<file path="config.mk">
export PLATFORM = sky130hd
export DESIGN_NAME = w32_op_server
export DESIGN_NICKNAME = d
export VERILOG_FILES = /design/src/rtl/w32_op_server.sv
export SDC_FILE = /design/constraint.sdc
export NUM_CORES = 1
export LEC_CHECK = 0
export ABC_CLOCK_PERIOD_IN_PS = 5350
export CAP_MARGIN = 20
export CORE_ASPECT_RATIO = 0.5
export CORE_MARGIN = 1.5
export CORE_UTILIZATION = 52
export DETAILED_ROUTE_END_ITERATION = 8
export PLACE_DENSITY_LB_ADDON = 0.2
export SETUP_SLACK_MARGIN = 0.05
export SLEW_MARGIN = 5
export SYNTH_ARGS = -nofsm -noshare
export SYNTH_HDL_FRONTEND = slang
export SYNTH_SLANG_ARGS = --single-unit
</file>
<file path="constraint.sdc">
create_clock -name clk -period 5.35 [get_ports clk]
set_input_delay 1.07 -clock clk [delete_from_list [all_inputs] [get_ports clk]]
set_output_delay 1.07 -clock clk [all_outputs]
set_load 0.01 [all_outputs]
</file>
<file path="src/rtl/w32_op_server.sv">
// Two-stage valid/ready execution server for 32-bit word ops.
// S1 holds the accepted request, S2 holds the registered result that drives rsp_*.
module w32_op_server #(
  parameter int TAG_W = 4
) (
  input  logic             clk,
  input  logic             rst,
  input  logic             req_valid,
  output logic             req_ready,
  input  logic [2:0]       req_op,
  input  logic [31:0]      req_a,
  input  logic [31:0]      req_b,
  input  logic [TAG_W-1:0] req_tag,
  output logic             rsp_valid,
  input  logic             rsp_ready,
  output logic [31:0]      rsp_data,
  output logic             rsp_carry,
  output logic             rsp_err,
  output logic [TAG_W-1:0] rsp_tag
);

  typedef enum logic [2:0] {
    OP_ADD  = 3'd0,
    OP_SUB  = 3'd1,
    OP_AND  = 3'd2,
    OP_XOR  = 3'd3,
    OP_NOT  = 3'd4,
    OP_ROTR = 3'd5,
    OP_SHR  = 3'd6,
    OP_RSV  = 3'd7
  } op_e;

  logic             s1Valid_q;
  op_e              s1Op_q;
  logic [31:0]      s1A_q;
  logic [31:0]      s1B_q;
  logic [TAG_W-1:0] s1Tag_q;

  logic             s2Valid_q;
  logic [31:0]      s2Data_q;
  logic             s2Carry_q;
  logic             s2Err_q;
  logic [TAG_W-1:0] s2Tag_q;

  logic [31:0]      resData_d;
  logic             resCarry_d;
  logic             resErr_d;
  logic [32:0]      sumWide;
  logic [4:0]       shamt;
  logic             s2Free;
  logic             s1Advance;
  logic             reqFire;

  assign s2Free    = !s2Valid_q || rsp_ready;
  assign s1Advance = s1Valid_q && s2Free;
  assign req_ready = !s1Valid_q || s2Free;
  assign reqFire   = req_valid && req_ready;

  assign sumWide = {1'b0, s1A_q} + {1'b0, s1B_q};
  assign shamt   = s1B_q[4:0];

  // A left shift by 32 yields zero, so n=0 rotation falls out as a unchanged.
  always_comb begin
    resData_d  = '0;
    resCarry_d = 1'b0;
    resErr_d   = 1'b0;
    case (s1Op_q)
      OP_ADD: begin
        resData_d  = sumWide[31:0];
        resCarry_d = sumWide[32];
      end
      OP_SUB: begin
        resData_d  = s1A_q - s1B_q;
        resCarry_d = (s1A_q < s1B_q);
      end
      OP_AND:  resData_d = s1A_q & s1B_q;
      OP_XOR:  resData_d = s1A_q ^ s1B_q;
      OP_NOT:  resData_d = ~s1A_q;
      OP_ROTR: resData_d = (s1A_q >> shamt) | (s1A_q << (6'd32 - {1'b0, shamt}));
      OP_SHR:  resData_d = s1A_q >> shamt;
      OP_RSV:  resErr_d  = 1'b1;
      default: resErr_d  = 1'b1;
    endcase
  end

  always_ff @(posedge clk or posedge rst) begin
    if (rst) begin
      s1Valid_q <= 1'b0;
      s1Op_q    <= OP_ADD;
      s1A_q     <= '0;
      s1B_q     <= '0;
      s1Tag_q   <= '0;
    end else begin
      if (req_ready) s1Valid_q <= req_valid;
      if (reqFire) begin
        s1Op_q  <= op_e'(req_op);
        s1A_q   <= req_a;
        s1B_q   <= req_b;
        s1Tag_q <= req_tag;
      end
    end
  end

  // Only the valid bit clears on drain; data/tag may hold stale values.
  always_ff @(posedge clk or posedge rst) begin
    if (rst) begin
      s2Valid_q <= 1'b0;
      s2Data_q  <= '0;
      s2Carry_q <= 1'b0;
      s2Err_q   <= 1'b0;
      s2Tag_q   <= '0;
    end else begin
      if (s2Free) s2Valid_q <= s1Valid_q;
      if (s1Advance) begin
        s2Data_q  <= resData_d;
        s2Carry_q <= resCarry_d;
        s2Err_q   <= resErr_d;
        s2Tag_q   <= s1Tag_q;
      end
    end
  end

  assign rsp_valid = s2Valid_q;
  assign rsp_data  = s2Data_q;
  assign rsp_carry = s2Carry_q;
  assign rsp_err   = s2Err_q;
  assign rsp_tag   = s2Tag_q;

endmodule

</file>
==> load_flow_metrics.sql <==
INSERT INTO impl_metrics (metric_group, metric, value, unit) VALUES
('pwr', 'leakagePower', '5.786', 'nW'),
('synth', 'netlist-cell-type-count', '80', ''),
('critical_path', 'crit-reg2reg-capture', 'rsp_data[26]', ''),
('cts', 'tritoncts_num_sinks', '111', ''),
('timing', 'finalCritPeriodShare', '0.7648', ''),
('synth', 'postSynthNetCount', '1624', ''),
('global_routing', 'grt_first_pass_wirelength', '80020', 'um'),
('synth', 'synth_sequential_area_ratio', '0.2278', ''),
('global_routing', 'overflow', '0', ''),
('route', 'detailroute.via_count', '13416', ''),
('pwr', 'peak_supply_drop', '263.8', 'uV'),
('critical_path', 'critPathBufInv', '1', ''),
('timing', 'setup_total_negative_slack', '0', 'ns'),
('floorplanning', 'fp.dieW', '219.6', 'um'),
('place', 'placement.setup.worst_slack', '1.510', 'ns'),
('cts', 'clkLatencyLatePin', '0.40', 'ns'),
('global_routing', 'vias_in_the_first_global_route', '12327', ''),
('cts', 'cts.repair_timing.setup_buffer_count', '0', ''),
('place', 'gp_congestion', '1.082', ''),
('route', 'route.detailed.vias_per_inst', '7.260', ''),
('route', 'detailedRoute.firstIterationViolations', '2637', ''),
('critical_path', 'path_class', 'flip-flop to flip-flop', ''),
('synth', 'postSynth.topFlopCell', 'sky130_fd_sc_hd__dfrtp_1', ''),
('critical_path', 'critical_path.endpoint_type', 'flip-flop', ''),
('timing', 'rsz_0062_raised_after_global_routing', 'false', ''),
('outcome', 'run_status', 'complete, no violations', ''),
('floorplanning', 'initial_core_util', '0.5318', ''),
('pwr', 'power_density', '414.2', 'nW/um2'),
('synth', 'postSynthRegisterBits', '111', ''),
('synth', 'syn-mean-instance-area', '8.240', 'um2'),
('synth', 'synth_edf_count', '0', ''),
('layout', 'instances_no_fill', '1848', ''),
('synth', 'post_synth_instance_area', '12200', 'um2'),
('route', 'remaining_drc_errors', '0', ''),
('route', 'wl_per_cell', '28.83', 'um'),
('cts', 'cts_repair_resize_count', '0', ''),
('critical_path', 'critPathArrivalTime', '4.36', 'ns'),
('cts', 'clk_pin_slew_worst_paths', '0.08', 'ns'),
('critical_path', 'reg2regPathDepth', '10', ''),
('floorplanning', 'die-area', '24440', 'um2'),
('critical_path', 'critical_path_peak_fanout', '11', ''),
('global_routing', 'pin_count_of_the_biggest_net_entering_global_routing', '72', ''),
('timing', 'report.final.hold_viol_count', '0', ''),
('hold_path', 'hold_path_class', 'flip-flop to flip-flop', ''),
('route', 'drt_pass1_iterations', '6', ''),
('timing', 'final.min_clock_period', '4.092', 'ns'),
('critical_path', 'path_cells', 'ha_1, inv_1, nor3_1, a2111oi_0, o31a_1, o21ai_0, a311o_1, xnor2_1, a22oi_1, a21oi_1', ''),
('floorplanning', 'floorplan.rows', '39', ''),
('timing', 'max_freq', '244.4', 'MHz'),
('critical_path', 'reg2reg_from', 's1A_q[15]', ''),
('timing', 'post-route-worst-setup-slack', '1.258', 'ns'),
('synth', 'post-synth-top-area-cell', 'sky130_fd_sc_hd__dfrtp_1', ''),
('floorplanning', 'fp.dieH', '111.3', 'um'),
('cts', 'clock_tree.buffer_depth', '2', ''),
('layout', 'number_of_diodes', '0', ''),
('layout', 'signed_area_change_from_the_synthesized_netlist_to_the_final_layout', '14.15', '%'),
('pwr', 'total_power', '5.766', 'mW'),
('cts', 'cts_inserted_buffers', '9', ''),
('flow_run', 'cap_viol_max_count', '0', ''),
('global_routing', 'antenna_violations_before_repair', '2', ''),
('hold_path', 'hold_end', 'rsp_data[4]', ''),
('critical_path', 'reg2reg_slack', '1.26', 'ns'),
('layout', 'post_route_cells_drive_above_1_share', '0.1369', ''),
('layout', 'finalNetCount', '1681', ''),
('place', 'detailed_place_hpwl', '39680', 'um'),
('hold_path', 'worstHoldPathCells', '2', ''),
('critical_path', 'slowest_stage', 'sky130_fd_sc_hd__a2111oi_0', ''),
('place', 'dp.cells', '1833', ''),
('critical_path', 'critical_path_required', '5.62', 'ns'),
('hold_path', 'hold_path.startpoint', 'rsp_data[4]', ''),
('cts', 'post_cts_hold_buffer_count', '0', '');
[area by class of cell]
type / instances / area [um2]
Timing Repair Buffer: 158 / 1471
Clock buffer: 9 / 225.2
Clock inverter: 6 / 76.32
Fill cell: 2036 / 9014
Multi-Input combinational cell: 1182 / 8697
Tap cell: 307 / 384.1
Inverter: 75 / 286.5
Sequential cell: 111 / 2780
[through the flow]
| step | utilization | instance area, um2 | hold slack, ns |
|---|---|---|---|
| 5_1_grt | 0.6070 | 13920 | 0.5194 |
| 6_report | 0.6070 | 13920 | 0.4952 |
| 3_3_place_gp | 0.5938 | 13620 | 0.4729 |
| 4_1_cts | 0.6070 | 13920 | 0.4998 |
| 3_5_place_dp | 0.5938 | 13620 | 0.4752 |
| 2_1_floorplan | - | 12200 | 0.4750 |
[cells in the final DEF, fill, tap and decap left out, drive strengths merged, types with 15 or more instances in the layout]
cell           netlist  routed
ha                  67      67
nand2              156     156
o21ai               88      88
a31oi               27      27
a21oi              140     140
nor3                33      33
o221ai              18      18
clkdlybuf4s50        0     114
nand2b              16      16
nand3               23      23
o211ai              15      15
mux2i               75      75
nor2               115     115
buf                 38      44
inv                 71      74
o22ai               25      25
mux2                86      86
a211oi              24      24
dfrtp              111     111
mux4                39      39
[worst register-to-register path, cell delays in order, from the launching register on]
cell and delay (ns):
sky130_fd_sc_hd__dfrtp_1 0.74, sky130_fd_sc_hd__ha_1 0.46, sky130_fd_sc_hd__inv_1 0.27, sky130_fd_sc_hd__nor3_1 0.13
sky130_fd_sc_hd__a2111oi_0 0.76, sky130_fd_sc_hd__o31a_1 0.21, sky130_fd_sc_hd__o21ai_0 0.38, sky130_fd_sc_hd__a311o_1 0.51
sky130_fd_sc_hd__xnor2_1 0.13, sky130_fd_sc_hd__a22oi_1 0.28, sky130_fd_sc_hd__a21oi_1 0.11
[routing by layer]
layer,vias to the layer above,GRT usage,part of all wire
li1,5648,-,-
met3,208,0.1471,0.15
met5,-,0,0.00015
met4,2,0.1501,0.040
met1,6458,0.6468,0.42
met2,1100,0.5910,0.39
[cells in the mapped netlist, drive strengths merged, types with 23 or more instances]
cell type / number
mux2i: 75
clkbuf: 74
mux4: 39
nand2: 156
nor2: 115
a211oi: 24
inv: 71
nand3: 23
ha: 67
o21ai: 88
nor3: 33
mux2: 86
a21oi: 140
buf: 38
a31oi: 27
o22ai: 25
dfrtp: 111
[cell families (layout without fill, tap and decap cells)]
kind of cell | count (synthesis) | in the layout | share of synthesized area
multiplexers | 200 | 200 | 0.2130
buffers and inverters | 187 | 248 | 0.06187
XOR/XNOR | 12 | 12 | 0.009234
AND/OR/NAND/NOR | 419 | 419 | 0.1560
AO/OA/AOI/OAI | 482 | 482 | 0.2601
adder cells (fa/ha/maj) | 69 | 69 | 0.07202
flip-flops | 111 | 111 | 0.2278
[worst max path at each step]
stage | to | slack, ns | cells past startpoint
2_1_floorplan | rsp_carry | 1.35 | 1
3_3_place_gp | rsp_data[5] | 1.56 | 8
3_5_place_dp | rsp_data[26] | 1.51 | 10
4_1_cts | rsp_data[26] | 1.49 | 12
5_1_grt | rsp_data[30] | 1.12 | 11
6_report | rsp_data[26] | 1.26 | 10
[registers in the layout, summed over array words and instances, names as in the netlist]
register / count
s1Tag_q: 4
rsp_valid: 1
rsp_data: 32
rsp_tag: 4
rsp_carry: 1
s1Valid_q: 1
s1A_q: 32
s1B_q: 32
s1Op_q: 3
rsp_err: 1
[where the power goes]
part	internal (mW)	total, mW	switching (mW)
logic	1.43	3.74	2.31
registers	1.03	1.28	0.255
clock network	0.370	0.741	0.372
total	2.83	5.77	2.94
(Power assumes the default switching activity.)
